**src/rtl/spi_pkg.sv**
```systemverilog
// Shared definitions for the SPI-flash read sequencer: SPI master register map,
// status bit positions, sequencer state encoding and transmit-byte selection.
package spi_pkg;

    localparam logic       SPI_REG_CTRL = 1'b0;
    localparam logic       SPI_REG_DATA = 1'b1;
    localparam int         SPI_ST_CS    = 0;
    localparam int         SPI_ST_BUSY  = 1;
    localparam logic [2:0] HDR_BYTES    = 3'd4;

    typedef enum logic [2:0] {
        ST_IDLE  = 3'd0,
        ST_CS_LO = 3'd1,
        ST_TX    = 3'd2,
        ST_POLL  = 3'd3,
        ST_RD    = 3'd4,
        ST_PUSH  = 3'd5,
        ST_CS_HI = 3'd6
    } rd_state_e;

    // Header is command then address MSB first; everything after is filler.
    function automatic logic [7:0] sel_tx_byte(input logic [2:0]  idx,
                                               input logic [23:0] addr,
                                               input logic [7:0]  cmd,
                                               input logic [7:0]  dummy);
        logic [7:0] b;
        case (idx)
            3'd0:    b = cmd;
            3'd1:    b = addr[23:16];
            3'd2:    b = addr[15:8];
            3'd3:    b = addr[7:0];
            default: b = dummy;
        endcase
        return b;
    endfunction

endpackage

```
**src/rtl/spi_flash_reader_if.sv**
```systemverilog
// Register-bus link between the read sequencer and the SPI master:
// single-cycle request pulse out, one-cycle-later response back.
interface spi_flash_reader_if;
    logic       avalid;
    logic       awe;
    logic       aaddr;
    logic [7:0] adata;
    logic       bvalid;
    logic [7:0] bdata;

    modport master (output avalid, awe, aaddr, adata, input bvalid, bdata);
    modport slave  (input avalid, awe, aaddr, adata, output bvalid, bdata);
endinterface

```
**src/rtl/spi_bus_req.sv**
```systemverilog
// One-outstanding-access issuer: turns a start strobe into a registered
// request pulse and flags completion when the matching response returns.
module spi_bus_req (
    input  logic       clk,
    input  logic       rst_n,
    input  logic       start_i,
    input  logic       we_i,
    input  logic       addr_i,
    input  logic [7:0] wdata_i,
    output logic       done_o,
    output logic [7:0] rdata_o,
    spi_flash_reader_if.master bus
);

    logic       avalid_q;
    logic       awe_q;
    logic       aaddr_q;
    logic [7:0] adata_q;
    logic       pend_q;

    // Request registers; a new start may coincide with the previous response.
    always_ff @(posedge clk or negedge rst_n) begin
        if (!rst_n) begin
            avalid_q <= 1'b0;
            awe_q    <= 1'b0;
            aaddr_q  <= 1'b0;
            adata_q  <= 8'h00;
            pend_q   <= 1'b0;
        end else begin
            avalid_q <= start_i;
            if (start_i) begin
                awe_q   <= we_i;
                aaddr_q <= addr_i;
                adata_q <= wdata_i;
                pend_q  <= 1'b1;
            end else if (bus.bvalid) begin
                pend_q  <= 1'b0;
            end
        end
    end

    assign bus.avalid = avalid_q;
    assign bus.awe    = awe_q;
    assign bus.aaddr  = aaddr_q;
    assign bus.adata  = adata_q;
    assign done_o     = bus.bvalid & pend_q;
    assign rdata_o    = bus.bdata;

endmodule

```
**src/rtl/spi_flash_reader.sv**
```systemverilog
// SPI-flash READ sequencer: drives the SPI master register bus through
// chip select, command, address and data phases, streaming read bytes out.
module spi_flash_reader
    import spi_pkg::*;
#(
    parameter logic [7:0] CMD_READ  = 8'h03,
    parameter logic [7:0] DUMMY_OUT = 8'hFF
) (
    input  logic        clk,
    input  logic        rst_n,
    input  logic        req_valid,
    output logic        req_ready,
    input  logic [23:0] req_addr,
    input  logic [15:0] req_len,
    input  logic        abort,
    output logic        out_valid,
    input  logic        out_ready,
    output logic [7:0]  out_data,
    output logic        done,
    output logic        aborted,
    spi_flash_reader_if.master bus
);

    rd_state_e   state_q, state_d;
    logic [23:0] addr_q, addr_d;
    logic [15:0] len_q, len_d;
    logic [2:0]  idx_q, idx_d;
    logic        req_ready_q;
    logic        out_valid_q, out_valid_d;
    logic [7:0]  out_data_q, out_data_d;
    logic        done_q, done_d;
    logic        aborted_q, aborted_d;
    logic        abort_pend_q, abort_pend_d;

    logic        start_s;
    logic        we_s;
    logic        baddr_s;
    logic [7:0]  wdata_s;
    logic        bus_done_s;
    logic [7:0]  bus_rdata_s;
    logic        abort_now_s;
    logic        quit_s;

    spi_bus_req u_bus_req (
        .clk     (clk),
        .rst_n   (rst_n),
        .start_i (start_s),
        .we_i    (we_s),
        .addr_i  (baddr_s),
        .wdata_i (wdata_s),
        .done_o  (bus_done_s),
        .rdata_o (bus_rdata_s),
        .bus     (bus)
    );

    // Next-state logic; every entry into an access state issues its access in the same cycle.
    always_comb begin
        state_d      = state_q;
        addr_d       = addr_q;
        len_d        = len_q;
        idx_d        = idx_q;
        out_valid_d  = out_valid_q;
        out_data_d   = out_data_q;
        done_d       = 1'b0;
        aborted_d    = 1'b0;
        abort_pend_d = abort_pend_q;
        start_s      = 1'b0;

        abort_now_s = abort && (state_q != ST_IDLE) && (state_q != ST_CS_HI);
        quit_s      = abort_now_s || abort_pend_q;
        if (abort_now_s) begin
            abort_pend_d = 1'b1;
        end else begin
            abort_pend_d = abort_pend_q;
        end

        case (state_q)
            ST_IDLE: begin
                if (req_valid) begin
                    addr_d       = req_addr;
                    len_d        = req_len;
                    idx_d        = 3'd0;
                    abort_pend_d = 1'b0;
                    state_d      = ST_CS_LO;
                    start_s      = 1'b1;
                end else begin
                    state_d = ST_IDLE;
                end
            end
            ST_CS_LO, ST_TX: begin
                if (bus_done_s) begin
                    start_s = 1'b1;
                    if (quit_s) begin
                        state_d = ST_CS_HI;
                    end else if (state_q == ST_CS_LO) begin
                        state_d = ST_TX;
                    end else begin
                        state_d = ST_POLL;
                    end
                end else begin
                    state_d = state_q;
                end
            end
            ST_POLL: begin
                if (bus_done_s) begin
                    start_s = 1'b1;
                    if (quit_s) begin
                        state_d = ST_CS_HI;
                    end else if (bus_rdata_s[SPI_ST_BUSY]) begin
                        state_d = ST_POLL;
                    end else if (idx_q < HDR_BYTES) begin
                        idx_d = idx_q + 3'd1;
                        if ((idx_d < HDR_BYTES) || (len_q != 16'd0)) begin
                            state_d = ST_TX;
                        end else begin
                            state_d = ST_CS_HI;
                        end
                    end else begin
                        state_d = ST_RD;
                    end
                end else begin
                    state_d = ST_POLL;
                end
            end
            ST_RD: begin
                if (bus_done_s) begin
                    if (quit_s) begin
                        state_d = ST_CS_HI;
                        start_s = 1'b1;
                    end else begin
                        out_data_d  = bus_rdata_s;
                        out_valid_d = 1'b1;
                        state_d     = ST_PUSH;
                    end
                end else begin
                    state_d = ST_RD;
                end
            end
            ST_PUSH: begin
                // An accept in the abort cycle still consumes the byte.
                if (out_ready) begin
                    out_valid_d = 1'b0;
                    if (len_q != 16'd0) begin
                        len_d = len_q - 16'd1;
                    end else begin
                        len_d = 16'd0;
                    end
                end else begin
                    len_d = len_q;
                end
                if (quit_s) begin
                    out_valid_d = 1'b0;
                    state_d     = ST_CS_HI;
                    start_s     = 1'b1;
                end else if (out_ready) begin
                    start_s = 1'b1;
                    if (len_d != 16'd0) begin
                        state_d = ST_TX;
                    end else begin
                        state_d = ST_CS_HI;
                    end
                end else begin
                    state_d = ST_PUSH;
                end
            end
            ST_CS_HI: begin
                if (bus_done_s) begin
                    done_d       = 1'b1;
                    aborted_d    = abort_pend_q;
                    abort_pend_d = 1'b0;
                    state_d      = ST_IDLE;
                end else begin
                    state_d = ST_CS_HI;
                end
            end
            default: begin
                state_d = ST_IDLE;
            end
        endcase
    end

    // Bus command implied by the state being entered.
    always_comb begin
        we_s    = 1'b1;
        baddr_s = SPI_REG_CTRL;
        wdata_s = 8'h00;
        case (state_d)
            ST_CS_LO: begin
                we_s    = 1'b1;
                baddr_s = SPI_REG_CTRL;
            end
            ST_TX: begin
                we_s    = 1'b1;
                baddr_s = SPI_REG_DATA;
                wdata_s = sel_tx_byte(idx_d, addr_d, CMD_READ, DUMMY_OUT);
            end
            ST_POLL: begin
                we_s    = 1'b0;
                baddr_s = SPI_REG_CTRL;
            end
            ST_RD: begin
                we_s    = 1'b0;
                baddr_s = SPI_REG_DATA;
            end
            ST_CS_HI: begin
                we_s               = 1'b1;
                baddr_s            = SPI_REG_CTRL;
                wdata_s[SPI_ST_CS] = 1'b1;
            end
            default: begin
                we_s = 1'b1;
            end
        endcase
    end

    // State and registered outputs.
    always_ff @(posedge clk or negedge rst_n) begin
        if (!rst_n) begin
            state_q      <= ST_IDLE;
            addr_q       <= 24'h000000;
            len_q        <= 16'd0;
            idx_q        <= 3'd0;
            req_ready_q  <= 1'b1;
            out_valid_q  <= 1'b0;
            out_data_q   <= 8'h00;
            done_q       <= 1'b0;
            aborted_q    <= 1'b0;
            abort_pend_q <= 1'b0;
        end else begin
            state_q      <= state_d;
            addr_q       <= addr_d;
            len_q        <= len_d;
            idx_q        <= idx_d;
            req_ready_q  <= (state_d == ST_IDLE);
            out_valid_q  <= out_valid_d;
            out_data_q   <= out_data_d;
            done_q       <= done_d;
            aborted_q    <= aborted_d;
            abort_pend_q <= abort_pend_d;
        end
    end

    assign req_ready = req_ready_q;
    assign out_valid = out_valid_q;
    assign out_data  = out_data_q;
    assign done      = done_q;
    assign aborted   = aborted_q;

endmodule

```
**src/flat_wrapper.sv**
```systemverilog
// flat-port wrapper written by rule: the top's interface ports become plain ports
module spi_flash_reader_flat import spi_pkg::*;
#(
    parameter logic [7:0] CMD_READ  = 8'h03,
    parameter logic [7:0] DUMMY_OUT = 8'hFF
)
  (clk, rst_n, req_valid, req_ready, req_addr, req_len, abort, out_valid, out_ready, out_data, done, aborted, bus_avalid, bus_awe, bus_aaddr, bus_adata, bus_bvalid, bus_bdata);
  spi_flash_reader_if bus_i ();
  input  logic clk;
  input  logic rst_n;
  input  logic req_valid;
  output logic req_ready;
  input  logic [23:0] req_addr;
  input  logic [15:0] req_len;
  input  logic abort;
  output logic out_valid;
  input  logic out_ready;
  output logic [7:0] out_data;
  output logic done;
  output logic aborted;
  output wire logic [$bits(bus_i.avalid)-1:0] bus_avalid;
  output wire logic [$bits(bus_i.awe)-1:0] bus_awe;
  output wire logic [$bits(bus_i.aaddr)-1:0] bus_aaddr;
  output wire logic [$bits(bus_i.adata)-1:0] bus_adata;
  input wire logic [$bits(bus_i.bvalid)-1:0] bus_bvalid;
  input wire logic [$bits(bus_i.bdata)-1:0] bus_bdata;
  assign bus_avalid = bus_i.avalid;
  assign bus_awe = bus_i.awe;
  assign bus_aaddr = bus_i.aaddr;
  assign bus_adata = bus_i.adata;
  assign bus_i.bvalid = bus_bvalid;
  assign bus_i.bdata = bus_bdata;
  spi_flash_reader #(.CMD_READ(CMD_READ), .DUMMY_OUT(DUMMY_OUT)) u_core (.clk(clk), .rst_n(rst_n), .req_valid(req_valid), .req_ready(req_ready), .req_addr(req_addr), .req_len(req_len), .abort(abort), .out_valid(out_valid), .out_ready(out_ready), .out_data(out_data), .done(done), .aborted(aborted), .bus(bus_i));
endmodule
```
**config.mk**
```make
export PLATFORM = sky130hd
export DESIGN_NAME = spi_flash_reader_flat
export DESIGN_NICKNAME = d
export VERILOG_FILES = /design/src/rtl/spi_pkg.sv /design/src/rtl/spi_flash_reader_if.sv /design/src/rtl/spi_bus_req.sv /design/src/rtl/spi_flash_reader.sv /design/src/flat_wrapper.sv
export SDC_FILE = /design/constraint.sdc
export NUM_CORES = 1
export LEC_CHECK = 0
export BUFFER_PORTS_ARGS = -buffer_cell sky130_fd_sc_hd__clkbuf_2
export CORE_MARGIN = 10
export CORE_UTILIZATION = 43
export CTS_BUF_LIST = sky130_fd_sc_hd__clkbuf_4
export CTS_CLUSTER_SIZE = 20
export DETAILED_ROUTE_END_ITERATION = 10
export PLACE_DENSITY = 0.65
export SLEW_MARGIN = 0
export SYNTH_ARGS = -nofsm -noshare
export SYNTH_HDL_FRONTEND = slang
export SYNTH_HIERARCHICAL = 1
export SYNTH_SLANG_ARGS = --single-unit
export TNS_END_PERCENT = 50
```
**constraint.sdc**
```tcl
create_clock -name clk -period 3.1 [get_ports clk]
set_input_delay 0.155 -clock clk [delete_from_list [all_inputs] [get_ports clk]]
set_output_delay 0.155 -clock clk [all_outputs]
set_load 0.02 [all_outputs]
```
== Word level (Yosys, flattened, before mapping) ==
Cells that the tools add are included.
Storage, ports and cells
  flip-flop bits (word level): 71
  bits of input ports: 54
  output and inout bits: 23
Cells by class
  add/subtract/negate cells: 2
  magnitude comparators: 2
  eq/ne operators: 18
  muxes and demuxes: 55
  bitwise operators: 2
  reduce and logical (&&, ||, !) cells: 20
Operators with widths (number)
  $mux 16: 4
  $mux 24: 2
  $mux 3: 16
  $pmux 16 s2: 1
  $pmux 8 s4: 1
  $reduce_bool 16->1: 2
  $mux 1: 22
  $eq 3x2->1 const B: 6
  $pmux 3 s6: 1
  $sub 16x1->16 const B: 1
  $eq 3x3->1 const B: 5
  $logic_not 3->1: 3
  $mux 7: 1
  $eq 3x1->1 const B: 2
  $lt 3x3->1 const B: 2
  $pmux 1 s2: 3
  $pmux 3 s2: 1
  $reduce_bool 2->1: 3
  $reduce_or 2->1: 3
  $mux 2: 2
  $ne 2x2->1 const B: 2
  $pmux 1 s4: 1
  $reduce_and 4->1: 1
  $add 3x1->3 const B: 1
  11 further kinds: 13

== Longest topological paths before layout ==
Gate-level depths: netlist of run 1.
  word-level depth: 12
  depth in mapped cells: 10
  gate-level depth less buffers: 9

== Modules after synthesis ==
Netlist of run 1, hierarchy kept.
Modules (own cells, without submodules)
  spi_flash_reader: times used 1, cells an instance 382, area an instance 3409.5 sq um
  spi_bus_req: times used 1, cells an instance 34, area an instance 536.8 sq um

== Worst setup path after synthesis of run 1 ==
Ideal clock, no wire load.
  path type: reg-to-reg
  from: reg u_core.state_q[0]
  to: reg u_core.u_bus_req.adata_q[6], in the netlist u_core/u_bus_req/bus.adata[6]
  arrival time: 2.422 ns
  setup slack: 0.553 ns
  cell stages (with the launch flop): 10
  path buffers: 2
  period minus slack after synthesis: 2.547 ns
  path through: dfrtp_1 buf_6 or4b_4 and2_0 mux2i_1 buf_4 mux2_4 a221oi_1 nor2_1 mux2_4
On the way
  longest elaborated chain between the ends: 10
RTL lines
  from (decl): line spi_flash_reader.sv:24  | rd_state_e state_q, state_d;
  from (signal assigned): line spi_flash_reader.sv:230  | state_q <= state_d;
  $reduce_bool 3->1: line spi_flash_reader.sv:69  | abort_now_s = abort && (state_q != ST_IDLE) && (state_q != ST_CS_HI);
  $logic_and 1x1->1 (2 in a row): line spi_flash_reader.sv:69
  $logic_or 1x1->1: line spi_flash_reader.sv:70  | quit_s = abort_now_s || abort_pend_q;
  $mux 3: line spi_flash_reader.sv:107  | if (quit_s) begin
  $mux 3: line spi_flash_reader.sv:105  | if (bus_done_s) begin
  $pmux 3 s2: line spi_flash_reader.sv:77  | case (state_q)
  $eq 3x2->1 (tied with other cells): line spi_pkg.sv:27  | case (idx)
  $pmux 8 s4: line spi_pkg.sv:27
  $mux 7 *: line spi_flash_reader.sv:187  | case (state_d)
  via u_core.wdata_s[6]: line spi_flash_reader.sv:38  | logic [7:0] wdata_s;
  to (signal assigned): line spi_bus_req.sv:34  | adata_q <= wdata_i;
  to (decl): line spi_bus_req.sv:18  | logic [7:0] adata_q;
The timed path passes the listed nets; every way through them passes the cells marked *.
A chain may end at the register's enable or synchronous reset.

== Final worst setup path of run 1 ==
  from: in bus_bvalid
  to: reg u_core.u_bus_req.adata_q[2], in the netlist u_core/u_bus_req/bus.adata[2]
On the way
  longest elaborated chain between the ends: 6
RTL lines
  from (decl): line flat_wrapper.sv:25  | input wire logic [$bits(bus_i.bvalid)-1:0] bus_bvalid;
  $and 1x1->1 *: line spi_bus_req.sv:46  | assign done_o = bus.bvalid & pend_q;
  via u_core.bus_done_s: line spi_flash_reader.sv:39  | logic bus_done_s;
  $mux 3: line spi_flash_reader.sv:105
  $pmux 3 s2: line spi_flash_reader.sv:77
  $eq 3x2->1 (tied with other cells): line spi_pkg.sv:27
  $pmux 8 s4: line spi_pkg.sv:27
  $mux 7 *: line spi_flash_reader.sv:187
  via u_core.wdata_s[2]: line spi_flash_reader.sv:38
Marked as above.

==> results of run 1 <==
==> cell families (layout without fill, tap and decap cells) <==
group	count (synthesis)	count (layout)	share of synthesized area (%)
flip-flops	71	71	45.1
AND/OR/NAND/NOR	196	196	25.7
buffers and inverters	45	174	6.02
AO/OA/AOI/OAI	66	66	11.8
adder cells (fa/ha/maj)	3	3	0.951
multiplexers	30	30	9.35
XOR/XNOR	5	5	1.11
==> cell usage in the layout (no fill, tap or decap), types with 4 or more instances in the layout <==
master	netlist	routed
nand2_1	100	100
o311ai_0	5	5
inv_1	14	14
mux2_4	11	11
o21ai_0	16	16
o211ai_1	5	5
and2_1	4	4
nor3_1	11	11
buf_4	11	17
mux2_2	9	9
nand2b_1	7	7
dlygate4sd3_1	0	49
nand4_1	4	4
clkbuf_4	0	9
nor2b_1	5	5
nor2_1	21	21
nand3_1	9	9
mux2i_1	8	8
or2_2	4	4
a21oi_1	11	11
clkbuf_2	0	75
dfrtp_1	70	70
nor4_1	6	6
==> through the flow <==
step / worst slack, ns / util (%) / hold WS, ns / cells / area, sq um
2_1_floorplan: 0.553 / - / -0.141 / 416 / 3950
3_3_place_gp: 0.511 / 50.1 / 0.211 / 588 / 4440
3_5_place_dp: 0.386 / 50.1 / 0.210 / 588 / 4440
4_1_cts: 0.350 / 57.9 / 0.00911 / 653 / 5120
5_1_grt: 0.147 / 57.9 / 0.0222 / 653 / 5120
6_report: 0.379 / 57.9 / 0.0365 / 653 / 5120
==> path summary, 6_finish.rpt <==
check / from / end / slack, ns
max in group asynchronous: rst_n / u_core/len_q[13] / 2.49
min in group asynchronous: rst_n / u_core/out_data[2] / 0.26
min: req_len[14] / u_core/len_q[14] / 0.04
max reg2reg: u_core/u_bus_req/pend_q / u_core/u_bus_req/bus.adata[2] / 0.38
min reg2reg: u_core/addr_q[7] / u_core/addr_q[7] / 0.48
max: bus_bvalid / u_core/u_bus_req/bus.adata[2] / 0.38
==> sequential cells by signal (all words and copies together), names as in the netlist, 3 cells and up <==
name / flops
u_core/addr_q: 24
u_core/idx_q: 3
u_core/len_q: 16
u_core/out_data: 8
u_core/state_q: 3
u_core/u_bus_req/bus.adata: 8
==> where the power goes <==
| part | leakage, nW | internal [mW] | switching (mW) | total, mW |
|---|---|---|---|---|
| clock network | 0.102 | 0.418 | 0.359 | 0.777 |
| logic | 1.45 | 0.829 | 1.12 | 1.95 |
| registers | 0.904 | 1.28 | 0.256 | 1.53 |
| total | 2.46 | 2.53 | 1.73 | 4.26 |
==> cell type report <==
cell class                      count  area [sq um]  area share [%]
Multi-Input combinational cell    300          1940            37.9
Sequential cell                    71          1780            34.7
Timing Repair Buffer              143          1020            19.9
Tap cell                          108           135            2.64
Clock inverter                      7           125            2.44
Clock buffer                        9          67.6            1.32
Inverter                           15          56.3            1.10
==> per-layer routing <==
metal	part of all wire, %	up-vias	GRT usage, %	wire [um]
met3	6.0	11	3.77	627
met1	46	1694	21.6	4750
met5	0	-	0	0
met2	47	103	25.7	4910
li1	-	1706	-	-
met4	1.3	0	5.17	131
==> critical path, stage by stage <==
cell           delay [ns]
dlygate4sd3_1        0.53
clkbuf_2             0.11
and2_1               0.29
nor2b_1              0.28
nor4b_4              0.31
mux2i_1              0.23
buf_4                0.22
mux2_1               0.34
a221oi_1             0.26
nor2_1               0.08
mux2_4               0.26
==> reports/metrics.yaml, run 1 <==
clockBufferDepth: 2
ant_nets: 0
yosysTopAreaCellShare_pct: 44.4
ys_warn_count: 6
synth_fp_nets: 473
die_area_sq_um: 13400
dieHeight_um: 116
drt-total-wl_um: 10400
core_sq_um: 8850
wire_per_inst_um: 16.0
clock-root-buffer: "clkbuf_4"
cp_data_required_time_ns: 3.43
final_hold_viol_count: 0
synth_area_leaders: "dfrtp_1 (44%), nand2_1 (9.5%), mux2_4 (4.2%)"
period_share_pct: 87.8
grt.total_usage_pct: 16.3
drt-initial-drc-count: 222
cts_tree: "done"
critPathMaxFanout: 11
yosysSeqAreaShare_pct: 45.1
grt_max_degree: 72
hpwl_um: 7360
insertion_delay_ns: 0.42
gp_congestion: 0.873
die_x_um: 116
num_io_pins: 77
cp.arrival_ns: 3.05
cts_setup_buffers: 0
grt_pass1_wl_um: 17800
fillers: 759
syn-instance-count: 416
vias_per_cell: 5.38
setup_tns_ns: 0
synth-main-ff-cell: "dfrtp_1"
grt_pass1_vias: 3521
h-tree-depth: 3
min_path_cells: 2
worstSetupPathType: "in -> reg"
antenna_found_initial: 0
synth.most_common_cell: "nand2_1"
worstSetupEndpointType: "flop"
dr.pass1.iters: 5
status: "completed"
grt_overflow: 0
yosys.cell_types.count: 67
ys_async_sr_fraction_pct: 100
cts_buffers: 9
fp-row-count: 34
nets: 597
cts_resized: 0
cts_sinks: 71
drc: 0
synth-edff-count: 0
diodes: 0
ys_ff_latch: 71
setup-violations-final: 0
worst_r2r_path_depth: 9
finalWorstPathRequiredPeriod_ns: 2.72
syn_area_per_cell_sq_um: 9.49
slew-limit-headroom_pct: 64.9
p_leak_nw: 2.46
start_kind: "input pin"
p_per_area_nw_per_um2: 832
yosysTopAreaCell: "dfrtp_1"
io_buffer_count: 76
power.total_mw: 4.26
clk_pin_slew_ns: 0.13
hp-class: "in -> reg"
synth_area_sq_um: 3950
maxCapViolCount: 0
start_util_pct: 44.6
areaGrowthSynthToFinish_pct: 29.7
rsz0062_at_grt: "no"
drv_slew: 0
cts-hold-fix-buffers: 49
worstMarginPinSlew_ns: 0.521
num_vias: 3514
peakVddDrop_uv: 376
skew_ns: 0.0218
synth_common_cells: "nand2_1 (100), dfrtp_1 (70), nor2_1 (21)"
drive_above_1_share_pct: 27.9
fmax_mhz: 367
(Power assumes the default switching activity.)
==> inputs of run 2 (changes only) <==
--- a/config.mk
+++ b/config.mk
@@ -12,6 +12,7 @@
 export CTS_CLUSTER_SIZE = 20
 export DETAILED_ROUTE_END_ITERATION = 10
 export PLACE_DENSITY = 0.65
+export REMOVE_ABC_BUFFERS = 1
 export SLEW_MARGIN = 0
 export SYNTH_ARGS = -nofsm -noshare
 export SYNTH_HDL_FRONTEND = slang
==> reports/metrics.yaml, run 2 (synthesis results as in run 1) <==
status: "completed"  # unchanged
cp_data_required_time_ns: 3.42  # was 3.43 ns
hpwl_um: 7170  # was 7360 um
wl_met1_um: 4630  # was 4750 um
grt.total_usage_pct: 15.8  # was 16.3%
core_sq_um: 8850  # unchanged
start_util_pct: 44.6  # unchanged
critPathMaxFanout: 11  # unchanged
p_leak_nw: 2.44  # was 2.46 nW
fmax_mhz: 363  # was 367 MHz
cts_buffers: 9  # unchanged
clock-root-buffer: "clkbuf_4"  # unchanged
cts_setup_buffers: 0  # unchanged
slew-limit-headroom_pct: 40.1  # was 64.9%
num_io_pins: 77  # unchanged
die_area_sq_um: 13400  # unchanged
top_register: "u_core/addr_q"  # unchanged
dr.max_layer_used: "met4"  # unchanged
final_hold_viol_count: 0  # unchanged
p_per_area_nw_per_um2: 828  # was 832 nW/um^2
dieHeight_um: 116  # unchanged
maxCapViolCount: 0  # unchanged
num_vias: 3473  # was 3514
crit-reg2reg-launch: "u_core/u_bus_req/pend_q"  # unchanged
whs_ns: 0.0257  # was 0.0365 ns
cts_resized: 0  # unchanged
finalWorstPathRequiredPeriod_ns: 2.75  # was 2.72 ns
cts-hold-fix-buffers: 49  # unchanged
min_path_cells: 3  # was 2
vias_per_cell: 5.32  # was 5.38
mostFrequentLayoutCells: "nand2_1 (100), clkbuf_2 (75), dfrtp_1 (70)"  # unchanged
stdcell_area_sq_um: 5100  # was 5120 sq um
ant_nets: 0  # unchanged
rsz0062_at_grt: "no"  # unchanged
die_x_um: 116  # unchanged
clockBufferDepth: 2  # unchanged
drv_slew: 0  # unchanged
hp-class: "in -> reg"  # unchanged
final_common_cell: "nand2_1"  # unchanged
areaGrowthSynthToFinish_pct: 29.2  # was 29.7%
hold_end: "u_core/abort_pend_q"  # was u_core/len_q[14]
h-tree-depth: 3  # unchanged
gp_congestion: 0.839  # was 0.873
drc: 0  # unchanged
largest_reg_flops: 24  # unchanged
cp.arrival_ns: 3.07  # was 3.05 ns
dr.pass1.iters: 4  # was 5
worstMarginPinSlew_ns: 0.899  # was 0.521 ns
cts_tree: "done"  # unchanged
grt_pass1_vias: 3508  # was 3521
postLayoutCoreUtil_pct: 57.6  # was 57.9%
dpl_cell_area_sq_um: 4420  # was 4440 sq um
nets: 596  # was 597
clk_pin_slew_ns: 0.12  # was 0.13 ns
worstSetupEndpointType: "flop"  # unchanged
skew_ns: 0.00890  # was 0.0218 ns
rrSetupSlack_ns: 0.36  # was 0.38 ns
cts_sinks: 71  # unchanged
setup-violations-final: 0  # unchanged
peakVddDrop_uv: 282  # was 376 uV
antenna_found_initial: 1  # was 0
worst_r2r_path_depth: 9  # unchanged
worstSetupPathType: "in -> reg"  # unchanged
period_share_pct: 88.8  # was 87.8%
drt-initial-drc-count: 223  # was 222
met2_length_um: 4820  # was 4910 um
start_kind: "input pin"  # unchanged
drive_above_1_share_pct: 27.6  # was 27.9%
setup_tns_ns: 0  # unchanged
dp_cells: 587  # was 588
top_regs: "u_core/addr_q (24), u_core/len_q (16)"  # unchanged
timing.rr.end: "u_core/u_bus_req/bus.adata[2]"  # unchanged
grt_pass1_wl_um: 17200  # was 17800 um
min_from: "abort"  # was req_len[14]
grt_overflow: 0  # unchanged
insertion_delay_ns: 0.42  # about the same
grt_max_degree: 72  # unchanged
layoutNonFillerInstCount: 653  # unchanged
fp-row-count: 34  # unchanged
wire_per_inst_um: 15.6  # was 16.0 um
drt-total-wl_um: 10200  # was 10400 um
wl_met3_um: 517  # was 627 um
io_buffer_count: 76  # unchanged
==> run 2: cell types whose count changed in the layout (fill, tap and decap cells not counted), sizes merged <==
cell and change:
buf -1, diode +1, clkinv +2, inv -2
==> run 2: layout make-up <==
cell class | count | area [sq um]
antenna | 1 | 2.50
clock buffer | 9 | 67.6
clock inverter | 7 | 120
fill | 789 | 3750
inverter | 15 | 56.3
multi-input combinational | 300 | 1940
sequential | 71 | 1780
tap | 108 | 135
timing repair buffer | 142 | 998
==> run 2: critical path, stage by stage <==
cell and delay (ns):
dlygate4sd3_1 0.54, clkbuf_2 0.11, and2_1 0.29, nor2b_1 0.28, nor4b_4 0.31, mux2i_1 0.23
buf_4 0.22, mux2_1 0.35, a221oi_1 0.25, nor2_1 0.08, mux2_4 0.26
==> run 2: metrics by stage <==
step	worst slack [ns]	power, mW
after floorplan	-0.0246	2.80
after global routing	0.113	4.54
after CTS	0.381	4.24
after global placement	0.502	3.38
after detailed placement	0.416	3.42
final	0.346	4.22
==> run 2: report_power, final <==
| part | internal (mW) | switching (mW) | leakage (nW) | total (mW) |
|---|---|---|---|---|
| clock network | 0.411 | 0.355 | 0.0981 | 0.766 |
| logic | 0.822 | 1.11 | 1.44 | 1.93 |
| registers | 1.28 | 0.246 | 0.904 | 1.52 |
| total | 2.51 | 1.71 | 2.44 | 4.22 |
==> run 2: worst max-delay path by stage <==
stage,cells after the start,startpoint,to,slack (ns)
floorplan,7,u_core/state_q[0],u_core/u_bus_req/bus.adata[3],-0.02
global placement,9,u_core/u_bus_req/pend_q,u_core/u_bus_req/bus.adata[6],0.50
detailed placement,9,u_core/u_bus_req/pend_q,u_core/u_bus_req/bus.adata[6],0.42
CTS,9,u_core/u_bus_req/pend_q,u_core/u_bus_req/bus.adata[2],0.38
global route,9,u_core/u_bus_req/pend_q,u_core/u_bus_req/bus.adata[2],0.11
finish,11,bus_bvalid,u_core/u_bus_req/bus.adata[2],0.35
==> run 2: routing by layer <==
layer / vias to the layer above / track usage, %
li1: 1696 / -
met1: 1660 / 20.5
met2: 100 / 25.3
met3: 17 / 2.74
met4: 0 / 6.84
met5: - / 0
==> inputs of run 3 (changes only) <==
--- a/config.mk
+++ b/config.mk
@@ -6,12 +6,14 @@
 export NUM_CORES = 1
 export LEC_CHECK = 0
 export BUFFER_PORTS_ARGS = -buffer_cell sky130_fd_sc_hd__clkbuf_2
+export CELL_PAD_IN_SITES_DETAIL_PLACEMENT = 0
+export CELL_PAD_IN_SITES_GLOBAL_PLACEMENT = 2
 export CORE_MARGIN = 10
-export CORE_UTILIZATION = 43
+export CORE_UTILIZATION = 35
 export CTS_BUF_LIST = sky130_fd_sc_hd__clkbuf_4
 export CTS_CLUSTER_SIZE = 20
 export DETAILED_ROUTE_END_ITERATION = 10
-export PLACE_DENSITY = 0.65
+export PLACE_DENSITY = 0.82
 export REMOVE_ABC_BUFFERS = 1
 export SLEW_MARGIN = 0
 export SYNTH_ARGS = -nofsm -noshare
==> reports/metrics.yaml, run 3 (synthesis results as in run 1) <==
status: "completed"  # unchanged
drive_above_1_share_pct: 27.4  # was 27.6%
cp.arrival_ns: 3.05  # was 3.07 ns
timing.rr.end: "u_core/u_bus_req/bus.adata[4]"  # was u_core/u_bus_req/bus.adata[2]
dr.pass1.iters: 4  # unchanged
critPathMaxFanout: 10  # was 11
cp_data_required_time_ns: 3.40  # was 3.42 ns
final_common_cell: "nand2_1"  # unchanged
gp_congestion: 0.823  # was 0.839
h-tree-depth: 3  # unchanged
p_leak_nw: 2.41  # was 2.44 nW
hold_end: "u_core/out_data[1]"  # was u_core/abort_pend_q
grt_pass1_vias: 3482  # was 3508
grt_overflow: 0  # unchanged
worstSetupPathType: "in -> reg"  # unchanged
period_share_pct: 88.5  # was 88.8%
rsz0062_at_grt: "no"  # unchanged
start_util_pct: 36.1  # was 44.6%
start_kind: "input pin"  # unchanged
largest_reg_flops: 24  # unchanged
postLayoutCoreUtil_pct: 46.2  # was 57.6%
die_x_um: 126  # was 116 um
hp-class: "in -> reg"  # unchanged
stdcell_area_sq_um: 5060  # was 5100 sq um
vias_per_cell: 5.01  # was 5.32
fillers: 1084  # was 789
drt-total-wl_um: 10500  # was 10200 um
core_sq_um: 10900  # was 8850 sq um
register_area_sq_um: 1780  # unchanged
worstMarginPinSlew_ns: 0.904  # was 0.899 ns
insertion_delay_ns: 0.42  # about the same
final_hold_viol_count: 0  # unchanged
num_io_pins: 77  # unchanged
setup_tns_ns: 0  # unchanged
crit-reg2reg-launch: "u_core/u_bus_req/pend_q"  # unchanged
min_from: "bus_bdata[1]"  # was abort
clk_pin_slew_ns: 0.12  # about the same
dieHeight_um: 126  # was 116 um
cts_sinks: 71  # unchanged
p_per_area_nw_per_um2: 797  # was 828 nW/um^2
antenna_found_initial: 1  # unchanged
drc: 0  # unchanged
clockBufferDepth: 2  # unchanged
worst_r2r_path_depth: 9  # unchanged
die_area_sq_um: 15900  # was 13400 sq um
slew-limit-headroom_pct: 39.7  # was 40.1%
cts_setup_buffers: 0  # unchanged
drv_slew: 0  # unchanged
skew_ns: 0.0201  # was 0.00890 ns
peakVddDrop_uv: 296  # was 282 uV
top_register: "u_core/addr_q"  # unchanged
whs_ns: 0.0406  # was 0.0257 ns
wire_per_inst_um: 15.4  # was 15.6 um
cp-startpoint: "bus_bvalid"  # unchanged
power.total_mw: 4.03  # was 4.22 mW
cts_tree: "done"  # unchanged
finalWorstPathRequiredPeriod_ns: 2.74  # was 2.75 ns
top_regs: "u_core/addr_q (24), u_core/len_q (16)"  # unchanged
grt_pass1_wl_um: 17700  # was 17200 um
nets: 593  # was 596
fmax_mhz: 365  # was 363 MHz
grt.total_usage_pct: 13.3  # was 15.8%
mostFrequentLayoutCells: "nand2_1 (100), clkbuf_2 (75), dfrtp_1 (70)"  # unchanged
rrSetupSlack_ns: 0.38  # was 0.36 ns
maxCapViolCount: 0  # unchanged
ant_nets: 0  # unchanged
worstSetupEndpointType: "flop"  # unchanged
min_path_cells: 2  # was 3
drt-initial-drc-count: 229  # was 223
multi_input_comb_area_sq_um: 1940  # unchanged
dpl_cell_area_sq_um: 4440  # was 4420 sq um
fp-row-count: 38  # was 34
cts_buffers: 9  # unchanged
grt_max_degree: 72  # unchanged
io_buffer_count: 76  # unchanged
hpwl_um: 7490  # was 7170 um
num_vias: 3411  # was 3473
clock-root-buffer: "clkbuf_4"  # unchanged
areaGrowthSynthToFinish_pct: 28.2  # was 29.2%
setup-violations-final: 0  # unchanged
[run 3: cell count changes in the layout (fill, tap and decap cells not counted)]
cell	change
clkinv_1	-1
buf_4	-1
buf_2	-1
clkinv_2	+3
inv_6	-1
dlygate4sd3_1	-1
bufinv_16	-2
[run 3: worst max-delay path by stage]
stage | endpoint | slack (ns) | cells past startpoint
floorplan | u_core/u_bus_req/bus.adata[3] | -0.02 | 7
global placement | u_core/u_bus_req/bus.adata[3] | 0.47 | 9
detailed placement | u_core/u_bus_req/bus.adata[4] | 0.39 | 9
CTS | u_core/u_bus_req/bus.adata[4] | 0.36 | 11
global route | u_core/u_bus_req/bus.adata[1] | 0.16 | 9
finish | u_core/u_bus_req/bus.adata[4] | 0.36 | 11
[run 3: final cells by class]
class                   count  share of cell area (%)
diodes                      1                  0.0495
clock buffers               9                    1.34
clock inverters             6                    1.24
inverters                  15                    1.11
multi-input cells         300                    38.3
flip-flops and latches     71                    35.2
well taps                 140                    3.46
repair buffers            139                    19.3
[run 3: timing repair]
action	in CTS	in global routing
hold buffers	48	0
gates resized for setup	0	0
endpoints found under the hold margin	117	0
endpoints found under the setup margin	0	0
[run 3: metrics by stage]
stage	instances	worst slack (ns)
after floorplan	386	-0.0246
after global placement	617	0.468
after detailed placement	617	0.391
after CTS	680	0.363
after global routing	681	0.157
final	681	0.357
[run 3: critical path, cell delays in order]
cell and delay, ns:
dlygate4sd3_1 0.53, clkbuf_2 0.10, and2_1 0.30, nor2b_1 0.26, nor4b_4 0.29, mux2i_1 0.45
buf_4 0.25, mux2i_1 0.22, o211ai_1 0.10, nor2b_1 0.14, mux2_4 0.25
[run 3: where the power goes]
part | internal, mW | switching [mW] | total [mW]
Sequential | 1.28 | 0.248 | 1.53
Clock | 0.240 | 0.335 | 0.575
Combinational | 0.816 | 1.11 | 1.93
Total | 2.34 | 1.70 | 4.03
[run 3: routing by layer]
metal	up-vias	global-route usage (%)	wire length, um
met3	21	3.27	493
met2	77	21.1	4870
met4	0	4.76	220
met1	1621	17.2	4870
li1	1692	-	-
met5	-	0	0
